$ cat src/rtl/stream_pkg.sv
// Shared stream definitions for the mux/demux pair.
// A beat pairs a payload with the channel index it came from or is routed to.
package stream_pkg;

  localparam int WIDTH_DEF = 16;
  localparam int CNT_W_DEF = 8;

  typedef struct packed {
    logic [WIDTH_DEF-1:0] data;
    logic                 sel;
  } beat_t;

endpackage

$ cat src/rtl/stream_mux2_1_if.sv
// Handshake bundle for the 2-to-1 stream mux: two source channels, one tagged
// output channel and the per-channel beat counters.
interface stream_mux2_1_if
  import stream_pkg::*;
#(
  parameter int WIDTH = WIDTH_DEF,
  parameter int CNT_W = CNT_W_DEF
);

  logic [WIDTH-1:0] in0_data;
  logic             in0_valid;
  logic             in0_ready;
  logic [WIDTH-1:0] in1_data;
  logic             in1_valid;
  logic             in1_ready;
  logic [WIDTH-1:0] out_data;
  logic             out_sel;
  logic             out_valid;
  logic             out_ready;
  logic [CNT_W-1:0] count0;
  logic [CNT_W-1:0] count1;

  modport slave (
    input  in0_data, in0_valid, in1_data, in1_valid, out_ready,
    output in0_ready, in1_ready, out_data, out_sel, out_valid, count0, count1
  );

  modport master (
    output in0_data, in0_valid, in1_data, in1_valid, out_ready,
    input  in0_ready, in1_ready, out_data, out_sel, out_valid, count0, count1
  );

endinterface

$ cat src/rtl/rr_arb2.sv
// Two-way round-robin grant logic; prio names the channel that wins a tie and
// moves only when a grant is actually taken.
module rr_arb2 (
  input  logic clk,
  input  logic reset,
  input  logic req0,
  input  logic req1,
  input  logic load_ok,
  output logic gnt0,
  output logic gnt1
);

  logic prio;

  always_comb begin
    gnt0 = load_ok && !(req1 && prio);
    gnt1 = load_ok && !(req0 && !prio);
  end

  // A lone requester also moves the pointer, handing the next tie to the other side.
  always_ff @(posedge clk or posedge reset) begin
    if (reset) begin
      prio <= 1'b0;
    end else if (req0 && gnt0) begin
      prio <= 1'b1;
    end else if (req1 && gnt1) begin
      prio <= 1'b0;
    end
  end

endmodule

$ cat src/rtl/stream_mux2_1.sv
// 2-to-1 round-robin stream mux with a single registered output beat tagged by
// source channel, plus wrapping per-channel accepted-beat counters.
module stream_mux2_1
  import stream_pkg::*;
#(
  parameter int WIDTH = WIDTH_DEF,
  parameter int CNT_W = CNT_W_DEF
) (
  input  logic            clk,
  input  logic            reset,
  stream_mux2_1_if.slave  bus
);

  logic             load_ok;
  logic             gnt0;
  logic             gnt1;
  logic             xfer0;
  logic             xfer1;
  logic [WIDTH-1:0] data_q;
  logic             sel_q;
  logic             valid_q;
  logic [CNT_W-1:0] cnt0_q;
  logic [CNT_W-1:0] cnt1_q;

  assign load_ok = !valid_q || bus.out_ready;

  rr_arb2 u_arb (
    .clk     (clk),
    .reset   (reset),
    .req0    (bus.in0_valid),
    .req1    (bus.in1_valid),
    .load_ok (load_ok),
    .gnt0    (gnt0),
    .gnt1    (gnt1)
  );

  assign bus.in0_ready = gnt0;
  assign bus.in1_ready = gnt1;
  assign xfer0 = bus.in0_valid && gnt0;
  assign xfer1 = bus.in1_valid && gnt1;

  // A load in the drain cycle overwrites the old beat, keeping valid high.
  always_ff @(posedge clk or posedge reset) begin
    if (reset) begin
      data_q  <= '0;
      sel_q   <= 1'b0;
      valid_q <= 1'b0;
    end else if (xfer0) begin
      data_q  <= bus.in0_data;
      sel_q   <= 1'b0;
      valid_q <= 1'b1;
    end else if (xfer1) begin
      data_q  <= bus.in1_data;
      sel_q   <= 1'b1;
      valid_q <= 1'b1;
    end else if (bus.out_ready) begin
      valid_q <= 1'b0;
    end
  end

  always_ff @(posedge clk or posedge reset) begin
    if (reset) begin
      cnt0_q <= '0;
      cnt1_q <= '0;
    end else begin
      if (xfer0) cnt0_q <= cnt0_q + CNT_W'(1);
      if (xfer1) cnt1_q <= cnt1_q + CNT_W'(1);
    end
  end

  assign bus.out_data  = data_q;
  assign bus.out_sel   = sel_q;
  assign bus.out_valid = valid_q;
  assign bus.count0    = cnt0_q;
  assign bus.count1    = cnt1_q;

endmodule

$ cat src/flat_wrapper.sv
// flat-port wrapper written by rule: the top's interface ports become plain ports
module stream_mux2_1_flat import stream_pkg::*;
#(
  parameter int WIDTH = WIDTH_DEF,
  parameter int CNT_W = CNT_W_DEF
)
  (clk, reset, bus_in0_data, bus_in0_valid, bus_in1_data, bus_in1_valid, bus_out_ready, bus_in0_ready, bus_in1_ready, bus_out_data, bus_out_sel, bus_out_valid, bus_count0, bus_count1);
  stream_mux2_1_if #(.WIDTH(WIDTH), .CNT_W(CNT_W)) bus_i ();
  input  logic clk;
  input  logic reset;
  input wire logic [$bits(bus_i.in0_data)-1:0] bus_in0_data;
  input wire logic [$bits(bus_i.in0_valid)-1:0] bus_in0_valid;
  input wire logic [$bits(bus_i.in1_data)-1:0] bus_in1_data;
  input wire logic [$bits(bus_i.in1_valid)-1:0] bus_in1_valid;
  input wire logic [$bits(bus_i.out_ready)-1:0] bus_out_ready;
  output wire logic [$bits(bus_i.in0_ready)-1:0] bus_in0_ready;
  output wire logic [$bits(bus_i.in1_ready)-1:0] bus_in1_ready;
  output wire logic [$bits(bus_i.out_data)-1:0] bus_out_data;
  output wire logic [$bits(bus_i.out_sel)-1:0] bus_out_sel;
  output wire logic [$bits(bus_i.out_valid)-1:0] bus_out_valid;
  output wire logic [$bits(bus_i.count0)-1:0] bus_count0;
  output wire logic [$bits(bus_i.count1)-1:0] bus_count1;
  assign bus_i.in0_data = bus_in0_data;
  assign bus_i.in0_valid = bus_in0_valid;
  assign bus_i.in1_data = bus_in1_data;
  assign bus_i.in1_valid = bus_in1_valid;
  assign bus_i.out_ready = bus_out_ready;
  assign bus_in0_ready = bus_i.in0_ready;
  assign bus_in1_ready = bus_i.in1_ready;
  assign bus_out_data = bus_i.out_data;
  assign bus_out_sel = bus_i.out_sel;
  assign bus_out_valid = bus_i.out_valid;
  assign bus_count0 = bus_i.count0;
  assign bus_count1 = bus_i.count1;
  stream_mux2_1 #(.WIDTH(WIDTH), .CNT_W(CNT_W)) u_core (.clk(clk), .reset(reset), .bus(bus_i));
endmodule
$ cat config.mk
export PLATFORM = sky130hd
export DESIGN_NAME = stream_mux2_1_flat
export DESIGN_NICKNAME = d
export VERILOG_FILES = /design/src/rtl/stream_pkg.sv /design/src/rtl/stream_mux2_1_if.sv /design/src/rtl/rr_arb2.sv /design/src/rtl/stream_mux2_1.sv /design/src/flat_wrapper.sv
export SDC_FILE = /design/constraint.sdc
export NUM_CORES = 1
export LEC_CHECK = 0
export CAP_MARGIN = 20
export CORE_MARGIN = 1.5
export CORE_UTILIZATION = 35
export CTS_CLUSTER_SIZE = 30
export DETAILED_ROUTE_END_ITERATION = 6
export PLACE_DENSITY = 0.8
export SKIP_CTS_REPAIR_TIMING = 1
export SLEW_MARGIN = 20
export SYNTH_ARGS = -nofsm -noshare
export SYNTH_HDL_FRONTEND = slang
export SYNTH_SLANG_ARGS = --single-unit
$ cat constraint.sdc
create_clock -name clk -period 2.5 [get_ports clk]
set_input_delay 0.625 -clock clk [delete_from_list [all_inputs] [get_ports clk]]
set_output_delay 0.625 -clock clk [all_outputs]
set_load 0.01 [all_outputs]
==> flow_metrics.env <==
export IMPL_status="completed"
export IMPL_swShare=0.310
export IMPL_setup_viol=0
export IMPL_tns_ps=0
export IMPL_synth_avg_cell_area_um2=9.97
export IMPL_cts_root_buf="clkbuf_8"
export IMPL_cts_sinks=35
export IMPL_crit_required_ps=1880
export IMPL_synth_seq_cells=35
export IMPL_antenna_cells=0
export IMPL_pwr_share_comb=0.355
export IMPL_slew_headroom=0.705
export IMPL_maxCapViolCount=0
export IMPL_seq_area_frac_synth=0.546
export IMPL_grt_pass1_vias=1414
export IMPL_nFillCells=406
export IMPL_power_switching_w=0.000570
export IMPL_synthTopCellsByArea="dfrtp_1 (55%), nand2_1 (10%), a31oi_1 (6.2%), xnor2_1 (5.5%), nor2_1 (4.0%)"
export IMPL_synth_cell_area_um2=1610
export IMPL_worstMarginPinSlew_ps=443
export IMPL_finalCritPeriodShare=0.880
export IMPL_antenna_found_initial=0
export IMPL_wirelength_mm=3.84
export IMPL_hp_class="flop to flop"
export IMPL_p_leak_nw=1.07
export IMPL_skew_ps=2.20
export IMPL_die_w_um=70.7
export IMPL_synth_nets=200
export IMPL_critPathCaptureType="output port"
export IMPL_drive_gt1_frac=0.104
export IMPL_vdd_drop_max_v=0.000405
export IMPL_vias=1409
export IMPL_wl_per_cell_um=13.1
export IMPL_io_buffers=72
export IMPL_die_area_um2=5000
export IMPL_grt_pass1_wl_mm=6.56
export IMPL_area_growth_pct=55.7
export IMPL_hpwl_mm=2.79
export IMPL_worstSetupStartpointType="primary input"
export IMPL_hold_viol=0
export IMPL_ant_nets=0
export IMPL_htreeDepth=2
export IMPL_synth_top_area_share=0.546
export IMPL_setup_ws_ps=300
export IMPL_crit_path_max_fanout=3
export IMPL_drv_slew=0
export IMPL_arrival_ps=1570
export IMPL_cts_tree="built"
export IMPL_coreArea_um2=4380
export IMPL_drc=0
export IMPL_dp_slack_ps=-87.8
export IMPL_grt_max_degree=36
export IMPL_crit_type="primary input to output port"
export IMPL_cts_buffers=5
export IMPL_initial_core_util=0.366
export IMPL_drtIter0Drc=80
export IMPL_synth_cell_types=27
export IMPL_dr_pass1_iters=4
export IMPL_clk_pin_slew_ps=60
export IMPL_yosysTopAreaCell="dfrtp_1"
export IMPL_power_frac_clock=0.196
export IMPL_fmax_mhz=455
export IMPL_pwr_density_cell_nw_per_um2=737
export IMPL_nNetsFinal=281
export IMPL_core_rowCount=24
export IMPL_rsz0062_at_grt="no"
export IMPL_io_pins=73
export IMPL_worstSkewPairLatency_ps=270
export IMPL_die_y_um=70.7
export IMPL_pwr_share_seq=0.449
export IMPL_place_congestion=0.717
export IMPL_utilization=0.570
export IMPL_yosys_warnings=0
export IMPL_clockBufferDepth=2
export IMPL_syn_inst=161
export IMPL_p_int_w=0.00127
export IMPL_track_usage=0.162
export IMPL_via_per_inst=4.81
export IMPL_hold_slack_ps=480
export IMPL_fin_crit_ps=2200
export IMPL_grt_overflow=0
-- final timing paths --
path | from | endpoint | slack, ps | depth (start not counted)
max | bus_out_ready | bus_in0_ready | 300 | 4
min | u_core.bus.count0[7] | u_core.bus.count0[7] | 480 | 1
max reg2reg | u_core.bus.out_valid | u_core.bus.count1[7] | 1060 | 5
min reg2reg | u_core.bus.count0[7] | u_core.bus.count0[7] | 480 | 1
max in group asynchronous | reset | u_core.u_arb.prio | 1420 | 3
min in group asynchronous | reset | u_core.bus.out_data[3] | 760 | 3
-- state kept, by name, indices dropped and copies added, names as in the netlist --
| name | cells |
|---|---|
| u_core.bus.out_valid | 1 |
| u_core.bus.count1 | 8 |
| u_core.bus.count0 | 8 |
| u_core.u_arb.prio | 1 |
| u_core.bus.out_data | 16 |
| u_core.bus.out_sel | 1 |
-- cell type report --
cell class                      instances  area, um2  share of cell area
Tap cell                               52       65.1              0.0260
Multi-Input combinational cell        118        676               0.270
Inverter                                1       3.75             0.00150
Timing Repair Buffer                   81        806               0.322
Clock buffer                            6       72.6              0.0290
Sequential cell                        35        876               0.351
-- cells in the mapped netlist --
library cell	instances
nand2_1	43
dfrtp_1	35
nor2_1	17
a31oi_1	16
xnor2_1	10
nand3_1	5
buf_2	4
xor2_1	4
nand4_1	3
nor3_2	3
buf_6	2
ha_1	2
nand3_2	2
nor2_4	2
a21o_1	1
a21oi_1	1
and2b_4	1
and3_1	1
and3_4	1
and4_1	1
buf_4	1
inv_1	1
mux2_1	1
nand2_2	1
nand2b_1	1
nor2b_2	1
nor3_1	1
-- cells by family after synthesis --
| kind of cell | share of synthesized area |
|---|---|
| adder cells (fa/ha/maj) | 0.0156 |
| flip-flops | 0.546 |
| buffers and inverters | 0.0335 |
| XOR/XNOR | 0.0764 |
| AND/OR/NAND/NOR | 0.252 |
| multiplexers | 0.00701 |
| AO/OA/AOI/OAI | 0.0701 |
-- power by group through the flow --
stage                     combinational, W  sequential [W]  clock, W
final                             0.000653        0.000827  0.000361
after global routing              0.000714        0.000851  0.000398
after CTS                         0.000664        0.000829  0.000376
after detailed placement          0.000661        0.000838         0
after global placement            0.000649        0.000832         0
after floorplan                   0.000226        0.000879         0
-- layout by cell type, fill, tap and decap left out, types with 2 or more instances in the layout --
| cell | synthesis | routed |
|---|---|---|
| nor3_2 | 3 | 3 |
| nand3_2 | 2 | 2 |
| nand3_1 | 5 | 5 |
| a31oi_1 | 16 | 16 |
| clkbuf_8 | 0 | 5 |
| buf_4 | 1 | 8 |
| nand4_1 | 3 | 3 |
| dlymetal6s2s_1 | 0 | 2 |
| xor2_1 | 4 | 4 |
| nor2_4 | 2 | 2 |
| clkdlybuf4s50_1 | 0 | 70 |
| ha_1 | 2 | 2 |
| xnor2_1 | 10 | 10 |
| nor2_1 | 17 | 17 |
| dfrtp_1 | 35 | 35 |
| nand2_1 | 43 | 43 |
-- critical path: stages --
cell	delay (ps)
clkdlybuf4s50_1	470
and2b_4	210
a21oi_1	100
dlymetal6s2s_1	170
-- metal layers --
layer / vias up / track usage / part of all wire
met2: 39 / 0.266 / 0.47
met1: 672 / 0.214 / 0.47
met3: 2 / 0.0427 / 0.059
met5: - / 0 / 0
met4: 0 / 0.0440 / 0.0036
li1: 696 / - / -
-- metrics by stage --
step,total power [W],instance area [um2],std cells
after detailed placement,0.00150,2420,287
after global placement,0.00148,2420,287
final,0.00184,2500,293
after CTS,0.00187,2490,293
after floorplan,0.00110,1610,161
after global routing,0.00196,2500,293
(Power assumes the default switching activity.)
==> variant, RTL diff (same flow settings) <==
Set the package constant `WIDTH_DEF` to 20 (it was 16).
--- a/src/rtl/stream_pkg.sv
+++ b/src/rtl/stream_pkg.sv
@@ -2,7 +2,7 @@
 // A beat pairs a payload with the channel index it came from or is routed to.
 package stream_pkg;
 
-  localparam int WIDTH_DEF = 16;
+  localparam int WIDTH_DEF = 20;
   localparam int CNT_W_DEF = 8;
 
   typedef struct packed {
Interface: changed (resized bus_in0_data, bus_in1_data and bus_out_data); port bits go from 73 to 85. The function was not compared with the original's and may differ.
==> variant against the original RTL <==
- setup slack got worse by 110 ps
- critical path type unchanged
- power is 21% higher
- largest power group unchanged
- final area rose by 14%
- register-to-register slack lost 30 ps
- via count grew 13%
- routed wire length increased by 13%
- sequential cell count up 4
- area after synthesis increased by 9.4%
==> variant: results <==
global_route:
  grt_first_pass_wirelength_um: 7040
  grtUsageMet1_pct: 19.4
  met3_usage_pct: 5.76
  grt_max_degree: 41
  grt_pass1_vias: 1589
  grtUsageMet2_pct: 29.5
status:
  status: "complete, no violations"
pwr:
  max-vdd-ir-drop_mv: 0.492
  switching_share_pct: 28.7
  p_leak_nw: 1.22
drt:
  via_per_inst: 4.64
  met3WireLength_um: 306
  met1Wirelength_um: 1790
  wl_per_cell_um: 12.7
  dr.first_iter.drc_count: 64
  dr_wl_met2_um: 2220
cells_and_area:
  finalNetCount: 321
  fill_cells: 426
  largest_register_ffs: 20
  final_layout_size_suffix_gt1_share_pct: 9.09
worst_hold_path:
  whs_path_depth: 1
  hold_end: "u_core.bus.count1[7]"
  hold_start: "u_core.bus.count1[7]"
yosys:
  ys_types: 24
  synth.area.top_cells: "dfrtp_1 (56%), nand2_1 (11%), a31oi_1 (7.1%)"
  synthArstFlopShare_pct: 100
  yosysSeqAreaShare_pct: 55.6
placement:
  hpwl_um: 3120
  port_buffers: 84
  routabilityCongestion: 0.724
critical_path:
  rr_endpoint: "u_core.bus.out_data[6]"
  reg2reg_depth: 6
  critPathArrivalTime_ps: 1690
  r2r_slack_ps: 1030
timing:
  worst_slew_pin_slew_ps: 490
  fin_skew_ps: 5.47
  whs_ps: 474
cts:
  clkTransAtPathRegs_ps: 80
## variant: layout make-up
class	instances	share of cell area, %
Timing Repair Buffer	93	32.5
Multi-Input combinational cell	133	25.2
Sequential cell	39	34.3
Inverter	2	0.264
Clock buffer	5	2.42
Clock inverter	3	2.37
Tap cell	67	2.95
## variant: worst max-delay path by stage
stage,end,slack [ps],start
2_1_floorplan,bus_in0_ready,780,bus_out_ready
3_3_place_gp,bus_in0_ready,-110,bus_out_ready
3_5_place_dp,bus_in0_ready,-140,bus_out_ready
4_1_cts,bus_in0_ready,-140,bus_out_ready
5_1_grt,bus_in0_ready,110,bus_out_ready
6_report,bus_in0_ready,190,bus_out_ready
## variant: through the flow
| step | TNS (ps) | instance area, um2 | worst slack (ps) | std cells | utilization (%) |
|---|---|---|---|---|---|
| 5_1_grt | 0 | 2850 | 114 | 342 | 59.5 |
| 4_1_cts | -257 | 2840 | -139 | 342 | 59.3 |
| 2_1_floorplan | 0 | 1760 | 780 | 183 | - |
| 6_report | 0 | 2850 | 186 | 342 | 59.5 |
| 3_3_place_gp | -207 | 2700 | -114 | 334 | 56.5 |
| 3_5_place_dp | -251 | 2700 | -137 | 334 | 56.5 |
## variant: power groups by stage
stage | combinational, mW | clock [mW] | sequential, mW
global placement | 0.702 | 0 | 0.913
global route | 0.773 | 0.656 | 0.937
floorplan | 0.240 | 0 | 0.965
detailed placement | 0.714 | 0 | 0.925
finish | 0.706 | 0.616 | 0.911
CTS | 0.717 | 0.631 | 0.912
## variant: kinds of logic (layout without fill, tap and decap cells)
group,count (synthesis),in the layout,share of synthesized area (%)
and+or+nand+nor,93,93,23.5
DFF,39,39,55.6
AOI/OAI and AO/OA,23,23,8.20
xor gates and xnor gates,14,14,6.98
buffers and inverters,11,103,3.63
adders and majority gates,2,2,1.43
muxes,1,1,0.641
